`config.mk`:
```
export PLATFORM = sky130hd
export DESIGN_NAME = shared_reg_arbiter_flat
export DESIGN_NICKNAME = d
export VERILOG_FILES = /design/src/rtl/shared_reg_arbiter_pkg.sv /design/src/rtl/shared_reg_arbiter_if.sv /design/src/rtl/shared_reg_arbiter_rr_picker.sv /design/src/rtl/shared_reg_arbiter.sv /design/src/flat_wrapper.sv
export SDC_FILE = /design/constraint.sdc
export NUM_CORES = 1
export LEC_CHECK = 0
export CORE_ASPECT_RATIO = 0.6
export CORE_MARGIN = 2
export CORE_UTILIZATION = 30
export CTS_CLUSTER_DIAMETER = 80
export DETAILED_ROUTE_END_ITERATION = 6
export GPL_TIMING_DRIVEN = 0
export PLACE_DENSITY = 0.83
export SLEW_MARGIN = 20
export SYNTH_ARGS = -nofsm -noshare
export SYNTH_HDL_FRONTEND = slang
export SYNTH_SLANG_ARGS = --single-unit
```
`constraint.sdc`:
```
create_clock -name clk -period 3 [get_ports clk]
set_clock_uncertainty 0.2 [all_clocks]
set_input_delay 0.45 -clock clk [delete_from_list [all_inputs] [get_ports clk]]
set_output_delay 0.45 -clock clk [all_outputs]
set_load 0.01 [all_outputs]
```
`src/rtl/shared_reg_arbiter_pkg.sv`:
```
// ---------------------------------------------------------------------------
// shared_reg_arbiter_pkg
//   Shared types and constants for the round-robin shared-register arbiter.
//   - arb_state_e : FSM state encoding (2'b11 is illegal).
//   - DEFAULT_NUM_REQ / DEFAULT_WIDTH : default requester count and data width.
//   - idx_width() : width of a requester index, never less than 1 bit.
// ---------------------------------------------------------------------------
package shared_reg_arbiter_pkg;

  localparam int DEFAULT_NUM_REQ = 4;
  localparam int DEFAULT_WIDTH   = 32;

  typedef enum logic [1:0] {
    ARB_IDLE  = 2'b00,
    ARB_WRITE = 2'b01,
    ARB_ACK   = 2'b10
  } arb_state_e;

  function automatic int idx_width(input int n);
    return (n > 1) ? $clog2(n) : 1;
  endfunction

endpackage

```
`src/rtl/shared_reg_arbiter_if.sv`:
```
// ---------------------------------------------------------------------------
// shared_reg_arbiter_if
//   Bundle between the requesters (master) and the arbiter (slave).
//   req       : per-requester write request
//   reqData   : requester i data at [i*WIDTH +: WIDTH]
//   grant     : one-hot, high during WRITE for the winner
//   ack       : one-hot, single-cycle pulse in ACK for the winner
//   regEn     : load enable towards the shared storage register
//   regDataIn : data towards the shared storage register
//   regOwner  : index of the last requester written
//   busy      : high while a transaction is in WRITE or ACK
// ---------------------------------------------------------------------------
interface shared_reg_arbiter_if
  import shared_reg_arbiter_pkg::*;
#(
  parameter int NUM_REQ = DEFAULT_NUM_REQ,
  parameter int WIDTH   = DEFAULT_WIDTH
);
  localparam int IDX_W = idx_width(NUM_REQ);

  logic [NUM_REQ-1:0]       req;
  logic [NUM_REQ*WIDTH-1:0] reqData;
  logic [NUM_REQ-1:0]       grant;
  logic [NUM_REQ-1:0]       ack;
  logic                     regEn;
  logic [WIDTH-1:0]         regDataIn;
  logic [IDX_W-1:0]         regOwner;
  logic                     busy;

  modport master (
    output req, reqData,
    input  grant, ack, regEn, regDataIn, regOwner, busy
  );

  modport slave (
    input  req, reqData,
    output grant, ack, regEn, regDataIn, regOwner, busy
  );

endinterface

```
`src/rtl/shared_reg_arbiter_rr_picker.sv`:
```
// ---------------------------------------------------------------------------
// rr_picker
//   Combinational round-robin selector. Searches req_i upward from rr_ptr_i
//   with wrap-around and returns the first set bit.
//   req_i      : request vector
//   rr_ptr_i   : index where the search starts
//   pick_o     : one-hot of the selected requester (all zero if no request)
//   pick_idx_o : index of the selected requester (0 if no request)
// ---------------------------------------------------------------------------
module rr_picker
  import shared_reg_arbiter_pkg::*;
#(
  parameter int NUM_REQ = DEFAULT_NUM_REQ,
  parameter int IDX_W   = idx_width(NUM_REQ)
) (
  input  logic [NUM_REQ-1:0] req_i,
  input  logic [IDX_W-1:0]   rr_ptr_i,
  output logic [NUM_REQ-1:0] pick_o,
  output logic [IDX_W-1:0]   pick_idx_o
);

  int               pos;
  logic [IDX_W-1:0] pos_idx;
  logic             found;

  always_comb begin
    pick_o     = '0;
    pick_idx_o = '0;
    found      = 1'b0;
    pos        = 0;
    pos_idx    = '0;
    for (int k = 0; k < NUM_REQ; k++) begin
      // Explicit wrap keeps the search correct when NUM_REQ is not a power of 2.
      pos = int'(rr_ptr_i) + k;
      if (pos >= NUM_REQ) pos = pos - NUM_REQ;
      pos_idx = pos[IDX_W-1:0];
      if (!found && req_i[pos_idx]) begin
        found          = 1'b1;
        pick_o[pos_idx] = 1'b1;
        pick_idx_o     = pos_idx;
      end
    end
  end

endmodule

```
`src/rtl/shared_reg_arbiter.sv`:
```
// ---------------------------------------------------------------------------
// shared_reg_arbiter
//   Round-robin arbiter sharing one enable-load storage register between
//   NUM_REQ requesters. One transaction is IDLE -> WRITE -> ACK (3 cycles).
//   clk : rising-edge clock
//   rst : asynchronous, active-low reset
//   bus : slave side of shared_reg_arbiter_if (req/reqData in; grant, ack,
//         regEn, regDataIn, regOwner, busy out)
// ---------------------------------------------------------------------------
module shared_reg_arbiter
  import shared_reg_arbiter_pkg::*;
#(
  parameter int NUM_REQ = DEFAULT_NUM_REQ,
  parameter int WIDTH   = DEFAULT_WIDTH
) (
  input  logic                  clk,
  input  logic                  rst,
  shared_reg_arbiter_if.slave   bus
);

  localparam int IDX_W = idx_width(NUM_REQ);

  arb_state_e         state_q;
  logic [IDX_W-1:0]   winner_q;
  logic [IDX_W-1:0]   rr_ptr_q;
  logic [IDX_W-1:0]   rr_ptr_d;
  logic [IDX_W-1:0]   reg_owner_q;
  logic [NUM_REQ-1:0] grant_q;
  logic [NUM_REQ-1:0] ack_q;
  logic               reg_en_q;
  logic               busy_q;
  logic [NUM_REQ-1:0] pick;
  logic [IDX_W-1:0]   pick_idx;
  logic [WIDTH-1:0]   reg_data_d;

  rr_picker #(
    .NUM_REQ (NUM_REQ),
    .IDX_W   (IDX_W)
  ) u_picker (
    .req_i      (bus.req),
    .rr_ptr_i   (rr_ptr_q),
    .pick_o     (pick),
    .pick_idx_o (pick_idx)
  );

  // Next search start is the requester after the winner, wrapping explicitly.
  always_comb begin
    rr_ptr_d = (winner_q == IDX_W'(NUM_REQ - 1)) ? '0 : winner_q + 1'b1;
  end

  always_ff @(posedge clk or negedge rst) begin
    if (!rst) begin
      state_q     <= ARB_IDLE;
      winner_q    <= '0;
      rr_ptr_q    <= '0;
      reg_owner_q <= '0;
      grant_q     <= '0;
      ack_q       <= '0;
      reg_en_q    <= 1'b0;
      busy_q      <= 1'b0;
    end else begin
      case (state_q)
        ARB_IDLE: begin
          if (|bus.req) begin
            winner_q <= pick_idx;
            grant_q  <= pick;
            reg_en_q <= 1'b1;
            busy_q   <= 1'b1;
            state_q  <= ARB_WRITE;
          end
        end
        ARB_WRITE: begin
          // Write is committed regardless of req[winner] in this cycle.
          grant_q  <= '0;
          reg_en_q <= 1'b0;
          ack_q    <= grant_q;
          state_q  <= ARB_ACK;
        end
        ARB_ACK: begin
          ack_q       <= '0;
          busy_q      <= 1'b0;
          reg_owner_q <= winner_q;
          rr_ptr_q    <= rr_ptr_d;
          state_q     <= ARB_IDLE;
        end
        default: begin
          grant_q  <= '0;
          ack_q    <= '0;
          reg_en_q <= 1'b0;
          busy_q   <= 1'b0;
          state_q  <= ARB_IDLE;
        end
      endcase
    end
  end

  // Data mux is forced to zero outside WRITE so the register input is quiet.
  always_comb begin
    reg_data_d = '0;
    if (reg_en_q) begin
      for (int i = 0; i < NUM_REQ; i++) begin
        if (winner_q == IDX_W'(i)) reg_data_d = bus.reqData[i*WIDTH +: WIDTH];
      end
    end
  end

  assign bus.grant     = grant_q;
  assign bus.ack       = ack_q;
  assign bus.regEn     = reg_en_q;
  assign bus.regDataIn = reg_data_d;
  assign bus.regOwner  = reg_owner_q;
  assign bus.busy      = busy_q;

endmodule
```
`src/flat_wrapper.sv`:
```
// flat-port wrapper written by rule: the top's interface ports become plain ports
module shared_reg_arbiter_flat import shared_reg_arbiter_pkg::*;
#(
  parameter int NUM_REQ = DEFAULT_NUM_REQ,
  parameter int WIDTH   = DEFAULT_WIDTH
)
  (clk, rst, bus_req, bus_reqData, bus_grant, bus_ack, bus_regEn, bus_regDataIn, bus_regOwner, bus_busy);
  shared_reg_arbiter_if #(.NUM_REQ(NUM_REQ), .WIDTH(WIDTH)) bus_i ();
  input  logic clk;
  input  logic rst;
  input wire logic [$bits(bus_i.req)-1:0] bus_req;
  input wire logic [$bits(bus_i.reqData)-1:0] bus_reqData;
  output wire logic [$bits(bus_i.grant)-1:0] bus_grant;
  output wire logic [$bits(bus_i.ack)-1:0] bus_ack;
  output wire logic [$bits(bus_i.regEn)-1:0] bus_regEn;
  output wire logic [$bits(bus_i.regDataIn)-1:0] bus_regDataIn;
  output wire logic [$bits(bus_i.regOwner)-1:0] bus_regOwner;
  output wire logic [$bits(bus_i.busy)-1:0] bus_busy;
  assign bus_i.req = bus_req;
  assign bus_i.reqData = bus_reqData;
  assign bus_grant = bus_i.grant;
  assign bus_ack = bus_i.ack;
  assign bus_regEn = bus_i.regEn;
  assign bus_regDataIn = bus_i.regDataIn;
  assign bus_regOwner = bus_i.regOwner;
  assign bus_busy = bus_i.busy;
  shared_reg_arbiter #(.NUM_REQ(NUM_REQ), .WIDTH(WIDTH)) u_core (.clk(clk), .rst(rst), .bus(bus_i));
endmodule
```
==> impl_metrics.json, run 1 <==
{
  "wl_per_cell_um": 15.6,
  "syn_area_per_cell_um2": 6.85,
  "netlist_area_um2": 2460,
  "final_layout_size_suffix_gt1_frac": 0.0998,
  "min_to": "u_core.bus.busy$_DFFE_PN0P_",
  "port_buffers": 177,
  "rows": 25,
  "async_flop_share": 1.00,
  "grtUsageTotal": 0.209,
  "num_antenna_cells": 0,
  "grt_first_pass_wirelength_um": 15100,
  "leakagePower_nw": 2.17,
  "pwr_density_cell_nw_per_um2": 847,
  "stdcell_count": 649,
  "synth_edf_count": 0,
  "relSlewSlack": 0.451,
  "worst_slack_ns": 0.132,
  "routed_via_density": 5.10,
  "final_nets": 688,
  "fin_crit_ns": 2.87,
  "crit_arrival_ns": 2.22,
  "syn2layout_area_growth_pct": 89.4,
  "timing.fmax_mhz": 349,
  "dp_hpwl_um": 8080,
  "regToRegEndpoint": "u_core.bus.grant[1]$_DFFE_PN0P_",
  "ys_types": 33,
  "crit_chain": "buf_4 -> ha_1 -> clkbuf_2 -> buf_2 -> o21ai_0 -> and2_1 -> clkdlybuf4s50_1",
  "cp.depth": 7,
  "dpl_worst_slack_ns": -0.219,
  "synthCells": 359,
  "required_ns": 2.35,
  "overflow": 0,
  "cts.path.max_buffers": 2,
  "hold_viol": 0,
  "slowest_stage": "clkdlybuf4s50_1",
  "finalWirelength_um": 10100,
  "fillerInstances": 714,
  "outcome": "completed",
  "maxSlewViolCount": 0,
  "fin_crit_sh": 0.956,
  "r2r_start": "u_core.rr_ptr_q[0]$_DFFE_PN0N_",
  "h-tree-depth": 1,
  "drtAntennaViolNets": 0,
  "clkTransAtPathRegs_ns": 0.05,
  "hp-class": "reg2reg",
  "worstSetupStartpointType": "flop",
  "critPathMaxStageDelay_ns": 0.55,
  "gp_congestion": 0.932,
  "hold_start": "u_core.bus.busy$_DFFE_PN0P_",
  "final_cell_mix": "147 x clkdlybuf4s50_1, 70 x nand2_1, 66 x a21oi_1, 35 x o21ai_0",
  "crit_buf_inv": 4,
  "reg2regPathDepth": 7,
  "io_pins": 178,
  "fp.coreArea_um2": 7910,
  "clock_latency_ns": 0.25,
  "die_w_um": 121,
  "die_height_um": 74.1,
  "synth_area_leader_cell": "dfrtp_1",
  "rsz0062_at_grt": "false",
  "dp.cells": 644,
  "peakVddDrop_v": 0.000332,
  "whs_path_depth": 1,
  "ys_seq_elements": 18,
  "r2r_slack_ns": 0.36,
  "syn_nets": 505,
  "yosysSeqAreaShare": 0.183,
  "firstDrtPassIters": 4,
  "via_count": 3313,
  "worst_pin_slew_ns": 0.821,
  "tritoncts": "yes",
  "cts_num_sinks": 18,
  "synth_flop_cell": "dfrtp_1",
  "yosysWarnings": 0,
  "cts-root-buf": "clkbuf_16",
  "initial_core_util": 0.311,
  "path_delay_family": "buffers and inverters",
  "die_area_um2": 8950,
  "grt_max_degree": 19,
  "cp_max_fo": 10,
  "drc_errors": 0,
  "synth.area.top_cells": "dfrtp_1 18%, a21oi_1 14%, nand2_1 11%, nand3b_1 9.8%, and2_1 8.1%",
  "final_common_cell": "clkdlybuf4s50_1",
  "path_class": "reg2out",
  "endpoint_kind": "output pin",
  "final-setup-viol-count": 0,
  "synth_top_area_share": 0.183,
  "drt_iter0_markers": 143,
  "grt_antenna_before_repair": 0,
  "cts-buffers-inserted": 3,
  "cap_violations": 0,
  "first_global_vias": 3100
}
-- how the worst max path moves through the flow --
| stage | start | endpoint | slack [ns] |
|---|---|---|---|
| global route | u_core.winner_q[1]$_DFFE_PN0P_ | bus_regDataIn[15] | 0.001 |
| global placement | u_core.winner_q[1]$_DFFE_PN0P_ | bus_regDataIn[12] | -0.18 |
| detailed placement | u_core.winner_q[1]$_DFFE_PN0P_ | bus_regDataIn[12] | -0.22 |
| finish | u_core.winner_q[1]$_DFFE_PN0P_ | bus_regDataIn[15] | 0.13 |
| CTS | u_core.winner_q[1]$_DFFE_PN0P_ | bus_regDataIn[20] | 0.002 |
| floorplan | u_core.rr_ptr_q[0]$_DFFE_PN0N_ | u_core.bus.grant[0]$_DFFE_PN0P_ | 0.69 |
-- layer usage --
metal	global-route usage	routed length, um
met1	0.280	4490
met2	0.355	4680
met3	0.0422	795
met4	0.0413	185
met5	0	0
-- worst register-to-register path: cells and delay by family (launching register included) --
family / cells / cell delay [ns]
compound gates: 3 / 0.61
fa+ha+maj: 1 / 0.39
buf+inv: 2 / 0.33
flops: 1 / 0.54
mux: 1 / 0.45
-- cells in the mapped netlist (2+ instances only) --
cell and n:
ha_1 12, buf_6 2, a31oi_1 2, clkbuf_1 26, nor2_1 11, inv_1 5
mux2_2 6, dfrtp_1 18, a22oi_1 4, a21oi_1 69, and2_1 32, buf_1 4
mux2i_1 4, nand2_1 70, o21ai_0 40, mux4_2 3, a221o_1 4, nand3b_1 32
-- stage by stage --
stage | util | hold slack, ns | TNS (ns) | cell area, um2 | power (W)
global route | 0.588 | 0.313 | 0 | 4650 | 0.00429
finish | 0.588 | 0.295 | 0 | 4650 | 0.00394
detailed placement | 0.551 | 0.281 | -5.79 | 4360 | 0.00350
global placement | 0.551 | 0.270 | -4.28 | 4360 | 0.00343
CTS | 0.575 | 0.293 | 0 | 4550 | 0.00394
floorplan | - | -0.0456 | 0 | 2460 | 0.00225
-- state kept, by name, indices dropped and copies added (netlist names) --
name                 flops
u_core.bus.ack           4
u_core.bus.busy          1
u_core.bus.grant         4
u_core.bus.regEn         1
u_core.bus.regOwner      2
u_core.rr_ptr_q          2
u_core.state_q           2
u_core.winner_q          2
-- power by group --
part / switching (W) / leakage (nW) / total [W] / internal, W
sequential: 0.000104 / 0.225 / 0.000456 / 0.000352
combinational: 0.00163 / 1.90 / 0.00320 / 0.00157
clock: 0.0000881 / 0.0442 / 0.000291 / 0.000203
total: 0.00182 / 2.17 / 0.00394 / 0.00213
-- timing repair --
| item | in CTS | in global routing |
|---|---|---|
| hold buffers | 0 | 0 |
| endpoints found under the hold margin | 0 | 0 |
| setup buffers | 1 | 2 |
| setup endpoints to repair | 32 | 29 |
| resized for setup | 42 | 50 |
-- area by class of cell --
class                   count  area (um2)  share of cell area
well taps                 108         135              0.0290
inverters                   5        21.3             0.00457
multi-input cells         304        1900               0.409
plain buffers              30         198              0.0425
clock buffers               4        88.8              0.0191
flip-flops and latches     18         452              0.0970
repair buffers            180        1860               0.399
-- logic make-up after synthesis --
family          after synthesis  share of synthesized area
simple gates                154                      0.333
compound gates              123                      0.269
buf+inv                      37                     0.0626
flops                        18                      0.183
mux                          15                     0.0911
fa+ha+maj                    12                     0.0611
No activity file was read; power rests on OpenSTA's default activity.
==> run 2: changes to the inputs <==
--- a/config.mk
+++ b/config.mk
@@ -5,13 +5,14 @@
 export SDC_FILE = /design/constraint.sdc
 export NUM_CORES = 1
 export LEC_CHECK = 0
+export CELL_PAD_IN_SITES_DETAIL_PLACEMENT = 0
+export CELL_PAD_IN_SITES_GLOBAL_PLACEMENT = 1
 export CORE_ASPECT_RATIO = 0.6
 export CORE_MARGIN = 2
-export CORE_UTILIZATION = 30
+export CORE_UTILIZATION = 23
 export CTS_CLUSTER_DIAMETER = 80
 export DETAILED_ROUTE_END_ITERATION = 6
-export GPL_TIMING_DRIVEN = 0
-export PLACE_DENSITY = 0.83
+export PLACE_DENSITY = 0.94
 export SLEW_MARGIN = 20
 export SYNTH_ARGS = -nofsm -noshare
 export SYNTH_HDL_FRONTEND = slang
==> impl_metrics.json, run 2 (same netlist as run 1, synthesis figures left out) <==
{
  "die_w_um": 137,
  "rsz0062_at_grt": "true",
  "hp-class": "reg2reg",
  "io_pins": 178,
  "initial_core_util": 0.234,
  "overflow": 0,
  "die_area_um2": 11600,
  "cts.path.max_buffers": 2,
  "final_layout_size_suffix_gt1_frac": 0.0859,
  "worstSetupStartpointType": "flop",
  "grt_antenna_before_repair": 0,
  "grt_first_pass_wirelength_um": 14900,
  "relSlewSlack": 0.329,
  "critPathMaxStageDelay_ns": 0.54,
  "cp_max_fo": 28,
  "gp_congestion": 0.882,
  "peakVddDrop_v": 0.000367,
  "routed_via_density": 4.75,
  "clkTransAtPathRegs_ns": 0.05,
  "final_common_cell": "clkdlybuf4s50_1",
  "cts-root-buf": "clkbuf_16",
  "p_int_w": 0.00216,
  "whs_ns": 0.287,
  "fillerInstances": 1004,
  "syn2layout_area_growth_pct": 89.9,
  "h-tree-depth": 1,
  "crit_chain": "ha_4 -> buf_12 -> nand3b_1 -> a21oi_1 -> a21oi_1 -> o21ai_0 -> and2_1 -> clkdlybuf4s50_1",
  "grtUsageTotal": 0.159,
  "finalWirelength_um": 9850,
  "path_class": "reg2out",
  "worst_pin_slew_ns": 0.998,
  "slowest_stage": "clkdlybuf4s50_1",
  "outcome": "completed",
  "cpMostUsedCell": "a21oi_1",
  "drt_iter0_markers": 121,
  "tritoncts": "yes",
  "regArea_um2": 452,
  "fp.coreArea_um2": 10500,
  "pwr_density_cell_nw_per_um2": 840,
  "cap_violations": 0,
  "dpl_worst_slack_ns": 0.143,
  "timing.fmax_mhz": 337,
  "cts-buffers-inserted": 3,
  "via_count": 3146,
  "final_cell_mix": "150 x clkdlybuf4s50_1, 70 x nand2_1, 66 x a21oi_1, 37 x o21ai_0",
  "power_frac_clock": 0.074,
  "first_global_vias": 3090,
  "p_sw_w": 0.00176,
  "port_buffers": 177,
  "final_nets": 671,
  "required_ns": 2.35,
  "fin_crit_ns": 2.97,
  "multi_input_area_um2": 1890,
  "maxSlewViolCount": 0,
  "drc_errors": 0,
  "grt_max_degree": 56,
  "firstDrtPassIters": 4,
  "dp_hpwl_um": 7360,
  "clock_latency_ns": 0.24,
  "final-setup-viol-count": 0,
  "rows": 29,
  "cts_num_sinks": 18,
  "hold_viol": 0,
  "pwr-share-seq": 0.123,
  "leakagePower_nw": 2.11,
  "fin_crit_sh": 0.990,
  "endpoint_kind": "output pin",
  "share_comb_of_total_power": 0.803,
  "ctsHoldBuffers": 0,
  "crit_arrival_ns": 2.32,
  "drtAntennaViolNets": 0,
  "worst_slack_ns": 0.0288,
  "num_antenna_cells": 0,
  "p_sw_frac": 0.449,
  "die_height_um": 84.1,
  "wl_per_cell_um": 14.9
}
-- run 2: cell count changes in the layout (fill, tap and decap cells not counted), moves of 4 or more --
cell	before	now
buf_4	6	11
clkbuf_2	5	0
buf_2	6	0
clkbuf_1	7	0
clkbuf_4	4	0
-- run 2: per-stage QoR --
step	power, W	instance area (um2)	util	std cells	TNS, ns
after global routing	0.00427	4670	0.445	663	-0.326
after global placement	0.00345	4400	0.419	654	0
after floorplan	0.00225	2460	-	359	0
after CTS	0.00391	4550	0.434	662	-0.0135
final	0.00392	4670	0.445	663	0
after detailed placement	0.00348	4400	0.419	654	0
-- run 2: path summary, 6_finish.rpt --
kind,from,to,slack [ns],cells after the start
min in group asynchronous,rst,u_core.bus.ack[3]$_DFFE_PN0N_,0.47,1
worst max-delay path,u_core.winner_q[0]$_DFFE_PN0P_,bus_regDataIn[12],0.03,8
worst max register to register,u_core.state_q[0]$_DFFE_PN0N_,u_core.bus.grant[2]$_DFFE_PN0P_,0.75,4
worst min register to register,u_core.bus.regOwner[1]$_DFFE_PN0N_,u_core.bus.regOwner[1]$_DFFE_PN0N_,0.29,2
max in group asynchronous,rst,u_core.winner_q[0]$_DFFE_PN0P_,1.58,1
worst min-delay path,u_core.bus.regOwner[1]$_DFFE_PN0N_,u_core.bus.regOwner[1]$_DFFE_PN0N_,0.29,2
-- run 2: routing by layer --
layer,up-vias,track usage,share of wire,wire [um]
met5,-,0,0,0
met4,0,0.0253,0.0099,97
met3,8,0.0328,0.078,766
met2,131,0.254,0.45,4400
met1,1423,0.224,0.47,4580
li1,1584,-,-,-
-- run 2: layout make-up --
cell class	instances	share of cell area
repair buffers	193	0.436
multi-input cells	304	0.406
flip-flops and latches	18	0.0968
well taps	139	0.0373
clock buffers	4	0.0190
inverters	5	0.00456
-- run 2: worst max-delay path, delay by kind of cell (launching register included) --
| family | cells | cell delay (ns) |
|---|---|---|
| compound gates | 3 | 0.39 |
| simple gates | 2 | 0.31 |
| buf+inv | 2 | 0.70 |
| flops | 1 | 0.45 |
| fa+ha+maj | 1 | 0.20 |
-- run 2: power groups by stage --
stage / sequential (W) / clock (W) / combinational (W)
finish: 0.000483 / 0.000289 / 0.00315
global route: 0.000504 / 0.000306 / 0.00347
CTS: 0.000478 / 0.000296 / 0.00313
detailed placement: 0.000485 / 0 / 0.00300
global placement: 0.000485 / 0 / 0.00296
floorplan: 0.000461 / 0 / 0.00179
-- run 2: timing repair --
action | in CTS | in global routing
resized for setup | 6 | 34
setup endpoints to repair | 29 | 31
setup buffers | 3 | 0
cloned | 1 | 1
